$ cat src/rtl/cmd_arbiter_ctrl.sv
// cmd_arbiter_ctrl: two-requester GET/PUT/DEL arbiter driving a key/value lookup array.
// Optional round-robin grant via CMD_ARB_ROUND_ROBIN_EN (default: requester 0 priority).
module cmd_arbiter_ctrl #(
    parameter int NUM_ENTRIES = 16,
    parameter int KEY_WIDTH   = 16,
    parameter int VAL_WIDTH   = 32
) (
    input  logic                   clk,
    input  logic                   rst_n,
    input  logic [1:0]             req_valid,
    output logic [1:0]             req_ready,
    input  logic [3:0]             req_op,
    input  logic [2*KEY_WIDTH-1:0] req_key,
    input  logic [2*VAL_WIDTH-1:0] req_val,
    output logic [1:0]             resp_valid,
    input  logic [1:0]             resp_ready,
    output logic [VAL_WIDTH-1:0]   resp_data,
    output logic                   resp_err,
    output logic [KEY_WIDTH-1:0]   mem_key,
    input  logic                   hit,
    input  logic [NUM_ENTRIES-1:0] hit_idx,
    input  logic [NUM_ENTRIES-1:0] used,
    input  logic [VAL_WIDTH-1:0]   mem_rdata,
    output logic [NUM_ENTRIES-1:0] mem_idx,
    output logic                   mem_write,
    output logic                   mem_del,
    output logic [VAL_WIDTH-1:0]   mem_wval
);
    typedef enum logic [1:0] {IDLE, LOOKUP, EXEC, RESP} state_t;
    state_t                 r_state, w_next;
    logic                   r_grant, w_grant, w_accept;
    logic [1:0]             r_op;
    logic [KEY_WIDTH-1:0]   r_key;
    logic [VAL_WIDTH-1:0]   r_val;
    logic                   r_hit;
    logic [NUM_ENTRIES-1:0] r_hit_idx, r_used, w_free;
    logic                   w_full, w_get, w_put, w_del, w_err;

    assign w_accept = (r_state == IDLE) && |req_valid;
`ifdef CMD_ARB_ROUND_ROBIN_EN
    logic r_last_grant;
    assign w_grant = &req_valid ? ~r_last_grant : ~req_valid[0];
    always_ff @(posedge clk or negedge rst_n)
        if (!rst_n) r_last_grant <= 1'b1;
        else if (w_accept) r_last_grant <= w_grant;
`else
    assign w_grant = ~req_valid[0];
`endif
    // reset gating keeps req_ready low while rst_n is asserted
    assign req_ready = (w_accept && rst_n) ? (w_grant ? 2'b10 : 2'b01) : 2'b00;

    // lowest clear bit of the occupancy map
    assign w_free = ~r_used & (r_used + NUM_ENTRIES'(1));
    assign w_full = &r_used;
    assign w_get  = r_op == 2'd0;
    assign w_put  = r_op == 2'd1;
    assign w_del  = r_op == 2'd2;
    assign w_err  = (r_op == 2'd3) || (!r_hit && !(w_put && !w_full));

    always_ff @(posedge clk or negedge rst_n) begin
        if (!rst_n) begin
            r_state   <= IDLE;
            r_grant   <= 1'b0;
            r_op      <= '0;
            r_key     <= '0;
            r_val     <= '0;
            r_hit     <= 1'b0;
            r_hit_idx <= '0;
            r_used    <= '0;
            resp_data <= '0;
            resp_err  <= 1'b0;
        end else begin
            r_state <= w_next;
            if (w_accept) begin
                r_grant <= w_grant;
                r_op    <= w_grant ? req_op[3:2] : req_op[1:0];
                r_key   <= w_grant ? req_key[2*KEY_WIDTH-1:KEY_WIDTH] : req_key[KEY_WIDTH-1:0];
                r_val   <= w_grant ? req_val[2*VAL_WIDTH-1:VAL_WIDTH] : req_val[VAL_WIDTH-1:0];
            end
            if (r_state == LOOKUP) begin
                r_hit     <= hit;
                r_hit_idx <= hit_idx;
                r_used    <= used;
            end
            if (r_state == EXEC) begin
                resp_data <= (w_get && r_hit) ? mem_rdata : '0;
                resp_err  <= w_err;
            end
        end
    end

    always_comb begin
        w_next = r_state == IDLE   ? (|req_valid ? LOOKUP : IDLE) :
                 r_state == LOOKUP ? EXEC :
                 r_state == EXEC   ? RESP :
                 (resp_ready[r_grant] ? IDLE : RESP);
        mem_key    = '0;
        mem_idx    = '0;
        mem_write  = 1'b0;
        mem_del    = 1'b0;
        mem_wval   = '0;
        resp_valid = '0;
        if (r_state == LOOKUP) mem_key = r_key;
        if (r_state == EXEC) begin
            mem_write = w_put && (r_hit || !w_full);
            mem_del   = w_del && r_hit;
            mem_idx   = (r_op != 2'd3 && r_hit) ? r_hit_idx : (w_put && !w_full) ? w_free : '0;
            mem_wval  = mem_write ? r_val : '0;
        end
        if (r_state == RESP) resp_valid[r_grant] = 1'b1;
    end
endmodule

$ cat config.mk
export PLATFORM = sky130hd
export DESIGN_NAME = cmd_arbiter_ctrl
export DESIGN_NICKNAME = d
export VERILOG_FILES = /design/src/rtl/cmd_arbiter_ctrl.sv
export SDC_FILE = /design/constraint.sdc
export NUM_CORES = 1
export LEC_CHECK = 0
export CAP_MARGIN = 40
export CORE_MARGIN = 5
export CORE_UTILIZATION = 40
export DETAILED_ROUTE_END_ITERATION = 10
export PLACE_DENSITY = 0.91
export SLEW_MARGIN = 40
export SYNTH_ARGS = -nofsm -noshare
export SYNTH_HDL_FRONTEND = slang
export SYNTH_SLANG_ARGS = --single-unit
$ cat constraint.sdc
create_clock -name clk -period 3.75 [get_ports clk]
set_clock_uncertainty 0.2 [all_clocks]
set_input_delay 0.75 -clock clk [delete_from_list [all_inputs] [get_ports clk]]
set_output_delay 0.75 -clock clk [all_outputs]
set_load 0.05 [all_outputs]
==> out/metrics.csv <==
stage,metric,value,unit
run_status,outcome,"finished, final reports clean",
die,Die X,127,microns
worst_setup_path,crit path from,r_op[1],
global_routing,total congestion overflow,0,
routing,Routed Antenna Nets,0,
layout,final net count,949,
run,maxcap violations,0,
power_and_ir_drop,Logic pwr share,46.1,%
placed_design,count of buffers from port buffering,273,
logic_synthesis,syn_area_per_cell,10.5,sq um
worst_setup_path,Reg2Reg Depth,5,
logic_synthesis,post-synthesis xor/xnor area fraction,0,%
power_and_ir_drop,sw frac,40.3,%
routing,Iteration-0 DRC Markers,283,
worst_setup_path,crit path kind,reg2out,
clock_tree,Clock Tree Root,clkbuf_16,
worst_hold_path,worst hold-check path type,in2async,
clock_tree,CTS Buffer Depth,2,
layout,design area,0.00929,sq mm
sta,final worst slack,0.121,ns
die,Rows,42,
power_and_ir_drop,Clock power frac,24.0,%
logic_synthesis,post-synthesis simple-gate area fraction,16.2,%
sta,unrepaired setup endpoints after global routing,no,
worst_setup_path,crit-path max FO,6,
worst_setup_path,crit path cell chain,nand4b_2 -> nor3_2 -> nand4bb_1 -> a21oi_1 -> clkdlybuf4s50_1,
clock_tree,Worst-Skew Late Latency,0.40,ns
logic_synthesis,"FF+latch count, synth",119,
global_routing,pin count of the biggest net entering global routing,103,
logic_synthesis,post-synthesis mux area share,6.59,%
power_and_ir_drop,Leak,3.89,nW
logic_synthesis,ys async rst share,100,%
worst_setup_path,CP max-delay cell,clkdlybuf4s50_1,
worst_setup_path,CP max stage delay,0.83,ns
die,Starting Density,41.1,%
sta,transition time of the tightest slew-check pin,0.695,ns
worst_setup_path,FF-to-FF Start,r_state[1],
clock_tree,cts bufs inserted,17,
routing,vias,5088,
power_and_ir_drop,NetSw,3.09,mW
global_routing,first-pass GRT wire length,28300,microns
power_and_ir_drop,P per Cell Area,826,mW/mm^2
logic_synthesis,library cells used by synthesis,41,
logic_synthesis,Post-synth EDFFs,0,
logic_synthesis,syn_nets,689,
die,Die Area,0.0161,sq mm
placed_design,cell area after placement,0.00861,sq mm
routing,DRC,0,
logic_synthesis,ys flop type,dfrtp_1,
worst_setup_path,Required @ worst endpoint,2.80,ns
layout,layout cell share with drive strength beyond 1,12.0,%
worst_setup_path,WP data arrival,2.68,ns
global_routing,initial antenna violation count,1,
routing,vias per cell,5.25,
logic_synthesis,Mapped Cells,518,
power_and_ir_drop,VDD IR max,0.000386,V
clock_tree,Sink Count,119,
sta,Final Hold Fails,0,
logic_synthesis,area share of the largest cell type after synthesis,54.5,%
logic_synthesis,Compound-Gate Fraction of Synth Area,18.4,%
routing,wire per inst,19.1,microns
global_routing,vias in the first global route,5320,
logic_synthesis,adder-cell share of the synthesized area,0,%
power_and_ir_drop,sequential share of power,29.9,%
sta,crit share post-route,96.8,%
clock_tree,CTS tree,done,
logic_synthesis,post-synthesis sequential area ratio,54.5,%
die,Chip Height,127,microns
power_and_ir_drop,Pint,4.59,mW
layout,Post-Route Utilization,69.9,%
clock_tree,hold_buf cts,0,
die,I/O pin count,274,
placed_design,RD Place Congestion,0.889,
logic_synthesis,synth warn,0,
global_routing,global-route usage over all layers,22.5,%
routing,drt total wl,18500,microns
placed_design,HPWL Detailed,13500,microns
clock_tree,postcts setup bufs,0,
worst_setup_path,Worst setup EP type,output pin,
worst_setup_path,crit path launch type,flip-flop,
logic_synthesis,Mapped Area,0.00546,sq mm
layout,Syn-to-layout area delta,70.1,%
clock_tree,post_cts resized,0,
routing,DRT Pass-1 Iters,4,
logic_synthesis,main combinational cell family by area after synthesis,compound AO/OA/AOI/OAI gates,
placed_design,pre-CTS WS,0.576,ns
sta,# setup viols final,0,
sta,Rel. slew slack,53.7,%
sta,Max Freq,276,MHz
clock_tree,clk slew on worst S/H paths,0.06,ns
clock_tree,CTS H-tree lvls,4,
logic_synthesis,Yosys top cell by area,dfrtp_1,
die,Core Area,0.0133,sq mm
sta,"Slew Viols, Final",0,
logic_synthesis,Area contributors post-synth,"dfrtp_1, mux2_1, o22ai_1",
sta,Post-Route Setup TNS,0,ns
sta,Tmin final,3.63,ns
[metrics by stage]
stage,power (mW),std cells,hold WS (ns)
floorplan,4.48,518,0.254
global placement,5.73,935,0.269
detailed placement,5.85,935,0.275
CTS,7.73,967,0.0239
global route,8.05,968,0.0419
finish,7.68,969,0.0285
[kinds of logic after synthesis]
logic type	Yosys count
flip-flops	119
buffers and inverters	44
multiplexers	32
AND/OR/NAND/NOR	167
AO/OA/AOI/OAI	156
[layout by cell type, fill, tap and decap left out, types with 2 or more instances in the layout]
cell type	count
inv_1	3
mux2_1	30
clkinv_2	2
nand3_1	3
buf_12	34
bufinv_16	5
clkbuf_16	17
nand4b_1	3
diode_2	2
a21oi_1	60
nand4_1	3
nor2_1	65
a22o_1	32
o22ai_1	50
nor3_1	3
o21ai_0	2
nand2_1	19
buf_4	14
and2_1	49
and3_1	3
clkbuf_8	4
a32oi_1	3
nor4_1	4
clkdlybuf4s50_1	229
mux2_2	2
dlymetal6s2s_1	3
clkinvlp_4	2
o21ai_1	2
dfrtp_1	119
[routing by layer]
| metal | wire (microns) | track usage, % | vias up | part of all wire (%) |
|---|---|---|---|---|
| li1 | - | - | 2398 | - |
| met1 | 7010 | 25.6 | 2414 | 38 |
| met4 | 384 | 8.26 | 0 | 2.1 |
| met3 | 1830 | 8.11 | 28 | 9.9 |
| met5 | 0 | 0 | - | 0 |
| met2 | 9310 | 38.9 | 248 | 50 |
[final timing paths]
path / slack [ns] / endpoint
max: 0.12 / mem_idx[8]
min: 0.03 / r_hit_idx[11]
max reg2reg: 1.50 / r_key[8]
min reg2reg: 0.29 / r_hit_idx[6]
max in group asynchronous: 2.34 / r_val[22]
min in group clk: 0.29 / r_hit_idx[6]
[worst max-delay path, delay by kind of cell, from the launching register on]
kind	cells	cell delay, ns
AO/OA/AOI/OAI	1	0.16
flip-flops	1	0.46
AND/OR/NAND/NOR	3	0.83
buffers and inverters	1	0.83
[final cells by class]
cell class              instances  area (sq um)
clock buffers                  21           480
multi-input cells             355          2270
flip-flops and latches        119          2980
inverters                       3          11.3
clock inverters                11           193
well taps                     176           220
diodes                          2          5.00
fillers                       980          4000
repair buffers                282          3130
[power groups by stage]
| stage | sequential [mW] | combinational (mW) | clock (mW) |
|---|---|---|---|
| 4_1_cts | 2.29 | 3.57 | 1.87 |
| 5_1_grt | 2.37 | 3.75 | 1.93 |
| 2_1_floorplan | 2.52 | 1.96 | 0 |
| 6_report | 2.30 | 3.54 | 1.84 |
| 3_5_place_dp | 2.30 | 3.55 | 0 |
| 3_3_place_gp | 2.27 | 3.46 | 0 |
[synthesized netlist by cell type (4+ instances only)]
cell type,n
dfrtp_1,119
nor2_1,65
a21oi_1,60
o22ai_1,50
and2_1,49
a22o_1,32
mux2_1,30
buf_2,21
nand2_1,20
clkbuf_1,11
buf_4,6
nor4_1,4
[flip-flops by register name, summed over array words and instances, names as in the netlist, 2 cells and up]
signal     flops
r_used        16
r_hit_idx     16
r_key         16
r_op           2
resp_data     32
r_val         32
r_state        2
Note: power is estimated with default switching activity, not from simulation.
